File: config.mk
export PLATFORM = sky130hd
export DESIGN_NAME = fifo_req_arb
export DESIGN_NICKNAME = d
export VERILOG_FILES = /design/src/rtl/fifo_req_arb.sv
export SDC_FILE = /design/constraint.sdc
export NUM_CORES = 1
export LEC_CHECK = 0
export BUFFER_PORTS_ARGS = -buffer_cell sky130_fd_sc_hd__buf_2
export CAP_MARGIN = 20
export CORE_UTILIZATION = 51
export DETAILED_ROUTE_END_ITERATION = 8
export PLACE_DENSITY = 0.75
export SYNTH_ARGS = -nofsm -noshare
export SYNTH_HDL_FRONTEND = slang
export SYNTH_SLANG_ARGS = --single-unit
File: constraint.sdc
create_clock -name clk -period 3.9 [get_ports clk]
set_clock_uncertainty 0.1 [all_clocks]
set_input_delay 0.39 -clock clk [delete_from_list [all_inputs] [get_ports clk]]
set_output_delay 0.39 -clock clk [all_outputs]
set_load 0.01 [all_outputs]
File: src/rtl/fifo_req_arb.sv
// Front-end arbiter for the 32-entry SRAM FIFO: one-hot push/pop grants from
// valid/ready streams, with a 2-entry buffer that catches SRAM read data.
module fifo_req_arb #(
  parameter int unsigned DATA_W = 8,
  parameter int unsigned DEPTH  = 32
) (
  input  logic              clk,
  input  logic              rst,
  input  logic              in_valid,
  input  logic [DATA_W-1:0] in_data,
  output logic              in_ready,
  output logic              out_valid,
  output logic [DATA_W-1:0] out_data,
  input  logic              out_ready,
  output logic              push,
  output logic              pop,
  output logic [DATA_W-1:0] sram_d,
  input  logic [DATA_W-1:0] sram_q,
  input  logic              ctr_error,
  output logic [5:0]        count,
  output logic              arb_err
);

  localparam int unsigned CNT_W = 6;

  logic              prio;
  logic              rd_pend;
  logic [1:0]        buf_cnt;
  logic [DATA_W-1:0] rbuf0;
  logic [DATA_W-1:0] rbuf1;

  logic       pop_want;
  logic       push_ok;
  logic       contend;
  logic       buf_rd;
  logic       wrap;
  logic [1:0] buf_cnt_rd;

  // Grant logic; the in-flight read is counted so the buffer can never overflow.
  always_comb begin
    pop_want   = 1'b0;
    push_ok    = 1'b0;
    in_ready   = 1'b0;
    push       = 1'b0;
    pop        = 1'b0;
    contend    = 1'b0;
    wrap       = 1'b0;
    pop_want   = (count != '0) &&
                 (({1'b0, buf_cnt} + {2'b00, rd_pend}) < 3'd2);
    push_ok    = (count != CNT_W'(DEPTH));
    if (!rst) begin
      in_ready = push_ok && !(pop_want && prio);
      push     = in_valid && in_ready;
      pop      = pop_want && !push;
    end
    contend    = in_valid && push_ok && pop_want;
    wrap       = (push && (count == CNT_W'(DEPTH))) || (pop && (count == '0));
  end

  assign out_valid  = (buf_cnt != 2'd0) && !rst;
  assign out_data   = rbuf0;
  assign sram_d     = in_data;
  assign buf_rd     = out_valid && out_ready;
  assign buf_cnt_rd = buf_cnt - 2'(buf_rd);

  always_ff @(posedge clk) begin
    if (rst) begin
      count   <= '0;
      prio    <= 1'b0;
      rd_pend <= 1'b0;
      buf_cnt <= 2'd0;
      rbuf0   <= '0;
      rbuf1   <= '0;
      arb_err <= 1'b0;
    end else begin
      count   <= count + CNT_W'(push) - CNT_W'(pop);
      rd_pend <= pop;
      if (contend) prio <= ~prio;
      buf_cnt <= buf_cnt + 2'(rd_pend) - 2'(buf_rd);
      if (buf_rd) rbuf0 <= rbuf1;
      // Returning word lands behind whatever survives this cycle's read.
      if (rd_pend) begin
        if (buf_cnt_rd == 2'd0) rbuf0 <= sram_q;
        else                    rbuf1 <= sram_q;
      end
      if (ctr_error || (push && pop) || wrap) arb_err <= 1'b1;
    end
  end

endmodule

Word level (Yosys, flattened, before mapping)
Index checks and enable logic that the tools add are counted.
{"block": "word_totals", "output_inout_bits": 27, "word_cells": 47, "regBits": 27, "input_bits": 21}
{"block": "classes", "reduce_logical": 23, "n_mux": 6, "eq_ne": 2, "bitwise_logic": 2, "magnitude_cmp": 1, "add_sub_neg": 6}
{"cell": "$mux 8", "n": 3}
{"cell": "$logic_and 1x1->1", "n": 12}
{"cell": "$add 6x1->6", "n": 1}
{"cell": "$eq 6x6->1 const B", "n": 1}
{"cell": "$logic_not 6->1", "n": 1}
{"cell": "$ne 6x6->1 const B", "n": 1}
{"cell": "$reduce_bool 6->1", "n": 1}
{"cell": "$sub 6x1->6", "n": 1}
{"cell": "$sub 2x1->2", "n": 2}
{"cell": "$add 2x1->3", "n": 1}
{"cell": "$logic_not 1->1", "n": 3}
{"cell": "$logic_or 1x1->1", "n": 3}
{"cell": "$lt 3x2->1 const B", "n": 1}
{"cell": "$mux 1", "n": 3}
{"cell": "$add 2x1->2", "n": 1}
{"cell": "$logic_not 2->1", "n": 1}
{"cell": "$not 1->1", "n": 2}
{"cell": "$reduce_and 2->1", "n": 1}
{"cell": "$reduce_bool 2->1", "n": 1}

Depth between registers and ports, before layout
{"block": "depth", "word_depth": 13, "depth_mapped": 12}

Worst setup path before layout
Ideal clock, no wire load.
{"block": "synth_timing", "path_kind": "register -> register", "startpoint": "reg count[2]", "endpoint": "reg count[4]", "setup_slack_ps": 918, "synth_period_minus_slack_ps": 2982, "t_arrival_ps": 2761, "setup_time_ps": 121, "path_stages_with_launch": 13, "cell_sequence": "dfxtp_1 > inv_1 > ha_1 > and4bb_4 > nor3b_1 > nor4_1 > ha_1 > inv_1 > ha_1 > fa_1 > a21oi_1 > o21bai_1 > mux2_2"}
{"block": "synth_via", "elab_chain_len": 10, "word_cells_on_any_way": 13, "classes_between": "add/sub (2); eq/ne (1); mux (2); reduce/logical (8)"}
{"item": "from (decl)", "line_no": "20", "rtl": "output logic [5:0] count,"}
{"item": "from (signal assigned)", "line_no": "76", "rtl": "count <= count + CNT_W'(push) - CNT_W'(pop);"}
{"item": "$reduce_bool 6->1", "line_no": "48", "rtl": "pop_want = (count != '0) &&"}
{"item": "$logic_and 1x1->1", "line_no": "48"}
{"item": "$logic_and 1x1->1", "line_no": "52", "rtl": "in_ready = push_ok && !(pop_want && prio);"}
{"item": "$logic_not 1->1", "line_no": "52"}
{"item": "$logic_and 1x1->1", "line_no": "52"}
{"item": "$logic_and 1x1->1", "line_no": "53", "rtl": "push = in_valid && in_ready;"}
{"item": "$logic_not 1->1", "line_no": "54", "rtl": "pop = pop_want && !push;"}
{"item": "$logic_and 1x1->1 *", "line_no": "54"}
{"item": "$mux 1 *", "line_no": "51", "rtl": "if (!rst) begin"}
{"item": "named net pop", "line_no": "16", "rtl": "output logic pop,"}
{"item": "$sub 6x1->6 *", "line_no": "76"}
The timed path passes the listed nets; every way through them passes the cells marked *.
A chain may end at the register's enable or synchronous reset.

Worst setup path after layout
{"block": "layout_timing", "startpoint": "reg count[2]", "endpoint": "reg count[4]"}
{"block": "layout_via", "elab_chain_len": 10, "word_cells_on_any_way": 13, "classes_between": "add/sub (2); eq/ne (1); mux (2); reduce/logical (8)"}
{"item": "branches (longest 9 deep; another with $add 6x1->6)"}
{"item": "$sub 6x1->6 *", "line_no": "76"}
Every way passes the cells marked *.

==> results by group <==
Run status
  • Outcome: completed

Clock tree
  • Worst skew pair latency: 320 ps
  • Worst-path clk slew: 150 ps
  • CTS buffer count: 3
  • Clock tree buffer depth: 2
  • CTS tree: yes
  • H-Tree Level Count: 1
  • Setup repair bufs after CTS: 0
  • CTS root buf: clkbuf_4
  • CTS Hold Bufs: 0
  • Resize count post-CTS: 0
  • CTS Sinks: 27

Layout
  • Total Nets Final: 227
  • Layout cells sized above 1: 0.306
  • Final cell count without fillers: 237
  • FF+latch area: 541 um^2
  • Multi-input gate area: 915 um^2
  • Area grow syn2layout: 7.58%
  • Filler cells: 295
  • N_diodes: 0

Logic synthesis
  • Syn_nets: 206
  • Synthesized area: 1630 um^2
  • Seq/Total Area, Yosys: 0.331
  • Share of the synthesized area in the top cell type: 0.331
  • Distinct cells, synth: 40
  • Flops & latches, synth: 27
  • Ys Warns: 0
  • Synth Instances: 173
  • Synth area leader: dfxtp_1
  • Synth area leaders: dfxtp_1 33%, ha_1 8.4%, a311oi_2 7.4%
  • Avg Cell Area, Syn: 9.45 um^2

Global route
  • Grt ovf: 0
  • Global-route wire length before repair: 5480 um
  • Vias in the first global route: 1253
  • GRT Total Usage: 0.208
  • Initial antenna violation count: 0
  • Largest net degree at the start of global routing: 25

Worst setup path
  • Critical Path RT: 4030 ps
  • Worst R2R Setup Slack: 990 ps
  • Worst-path fanout max: 4
  • Worst EP arrival: 3040 ps
  • Worst setup path endpoint: count[4]
  • Crit. End Element: flip-flop
  • R2r startpoint: count[2]
  • Setup CP Type: flip-flop to flip-flop
  • Beginning of the critical path: count[2]
  • Worst R2R End: count[4]
  • Crit path launch type: flip-flop
  • Worst r2r path cells: 12

Flow run
  • Max_cap viols: 0

STA
  • Post-layout min period: 2910 ps
  • Total negative slack: 0 ps
  • Setup violators final: 0
  • Final period util: 0.746
  • Fmax achieved: 344 MHz
  • Slew Viols, Final: 0
  • Worst slew pin tran: 446 ps
  • Fin. Hold Viols: 0
  • Unrepaired setup endpoints after global routing: false
  • Rel. slew slack: 0.702

Power and ir drop
  • Max IR drop VDD: 0.366 mV
  • Switch share: 0.434
  • Cell internal pwr: 0.000724 W
  • Reg power frac: 0.346
  • PD cells: 728 nW/um^2
  • Leak pwr: 0.737 nW
  • Combinational group share of total power: 0.557
  • NetSw: 0.000555 W
  • Clock power frac: 0.097

Placed design
  • Post-DP HPWL: 2610 um
  • PortBufs: 31
  • GPL Wtd Cong: 0.767
  • Placed Cells: 233

Routing
  • Routed vias/inst: 5.56
  • Drt drc: 0
  • Vias: 1318
  • DRT Pass-1 Iters: 4
  • Final antenna-violating net count: 0
  • WL final: 3300 um
  • Iter 0 DRT Violations: 64
  • WL per Instance: 13.9 um

Die
  • Initial Util: 0.535
  • Die area: 3430 um^2
  • Core footprint: 3050 um^2
  • Chip Height: 58.6 um
  • Cell Rows: 20
  • I/O pin cnt: 48
  • Die Wd: 58.6 um

Hold path
  • Worst hold start: ctr_error
  • Hold crit path type: input pin to flip-flop
-- worst min-delay path by stage --
stage	end	slack [ps]	cells after the start
2_1_floorplan	rbuf1[0]	350	2
4_1_cts	arb_err	160	3
3_3_place_gp	arb_err	350	2
5_1_grt	arb_err	140	3
3_5_place_dp	arb_err	360	2
6_report	arb_err	160	3
-- cells in the mapped netlist, drive strengths merged --
library cell / number
o21ai: 16
and2: 1
fa: 1
nor3b: 2
nor3: 2
nand3b: 1
dfxtp: 27
and4bb: 2
a311oi: 9
nand2b: 1
a21oi: 10
nor4b: 2
nor2: 17
nand3: 17
xor2: 1
o31ai: 1
ha: 11
o311ai: 1
inv: 14
buf: 16
and2b: 1
o21bai: 2
and4b: 1
nor2b: 6
a21o: 2
a211oi: 1
xnor2: 1
mux2: 3
nor4: 4
-- layer usage --
layer,global-route usage,part of all wire,vias to the layer above
met5,0,0,-
met3,0.0286,0.042,12
met4,0.0918,0.018,0
met2,0.378,0.51,33
li1,-,-,651
met1,0.242,0.43,622
-- cell type report --
cell class                 count  area share
multi-input combinational    116       0.520
sequential                    27       0.307
timing repair buffer          32      0.0925
inverter                      14      0.0327
tap                           44      0.0313
clock buffer                   3      0.0128
clock inverter                 1     0.00285
-- metrics by stage --
step | hold WS [ps] | setup slack [ps] | cell area, um^2 | total power, W | utilization
global placement | 348 | 1110 | 1730 | 0.00112 | 0.567
finish | 160 | 992 | 1760 | 0.00128 | 0.576
floorplan | 354 | 918 | 1630 | 0.00101 | -
CTS | 159 | 976 | 1760 | 0.00129 | 0.576
global route | 139 | 813 | 1760 | 0.00140 | 0.576
detailed placement | 363 | 1000 | 1730 | 0.00116 | 0.567
-- layout by cell type, fill, tap and decap left out, drive strengths merged, types with 2 or more instances in the layout --
master  synthesis  final
buf            16     32
dfxtp          27     27
nor2           17     17
nand3          17     17
o21ai          16     16
inv            14     14
ha             11     11
a21oi          10     10
a311oi          9      9
nor2b           6      6
nor4            4      4
clkbuf          0      3
mux2            3      3
and4bb          2      2
nor3b           2      2
a21o            2      2
nor3            2      2
o21bai          2      2
nor4b           2      2
-- kinds of logic (layout without fill, tap and decap cells) --
| kind of cell | after synthesis | in the layout | share of synthesized area |
|---|---|---|---|
| AO/OA/AOI/OAI | 42 | 42 | 0.198 |
| XOR/XNOR | 2 | 2 | 0.0107 |
| adder cells (fa/ha/maj) | 12 | 12 | 0.0965 |
| buffers and inverters | 30 | 50 | 0.109 |
| flip-flops | 27 | 27 | 0.331 |
| multiplexers | 3 | 3 | 0.0207 |
| AND/OR/NAND/NOR | 57 | 57 | 0.234 |
-- power groups by stage --
stage	registers [W]	logic, W	clock network (W)
final	0.000443	0.000713	0.000123
after global routing	0.000456	0.000798	0.000143
after CTS	0.000444	0.000716	0.000127
after detailed placement	0.000451	0.000714	0
after global placement	0.000442	0.000680	0
after floorplan	0.000453	0.000560	0
-- critical path: stages, from the launching register on --
cell and delay [ps]:
dfxtp_1 390, inv_1 70, ha_1 210, and4bb_4 230
nor3b_1 250, nor4_1 110, ha_1 290, inv_1 40
ha_1 220, fa_1 410, a21oi_1 160, o21bai_1 80
mux2_2 270
-- state kept, by name, indices dropped and copies added (netlist names) --
name / cells
out_data: 8
rbuf1: 8
count: 6
buf_cnt: 2
arb_err: 1
prio: 1
rd_pend: 1
Note: power is estimated with default switching activity, not from simulation.
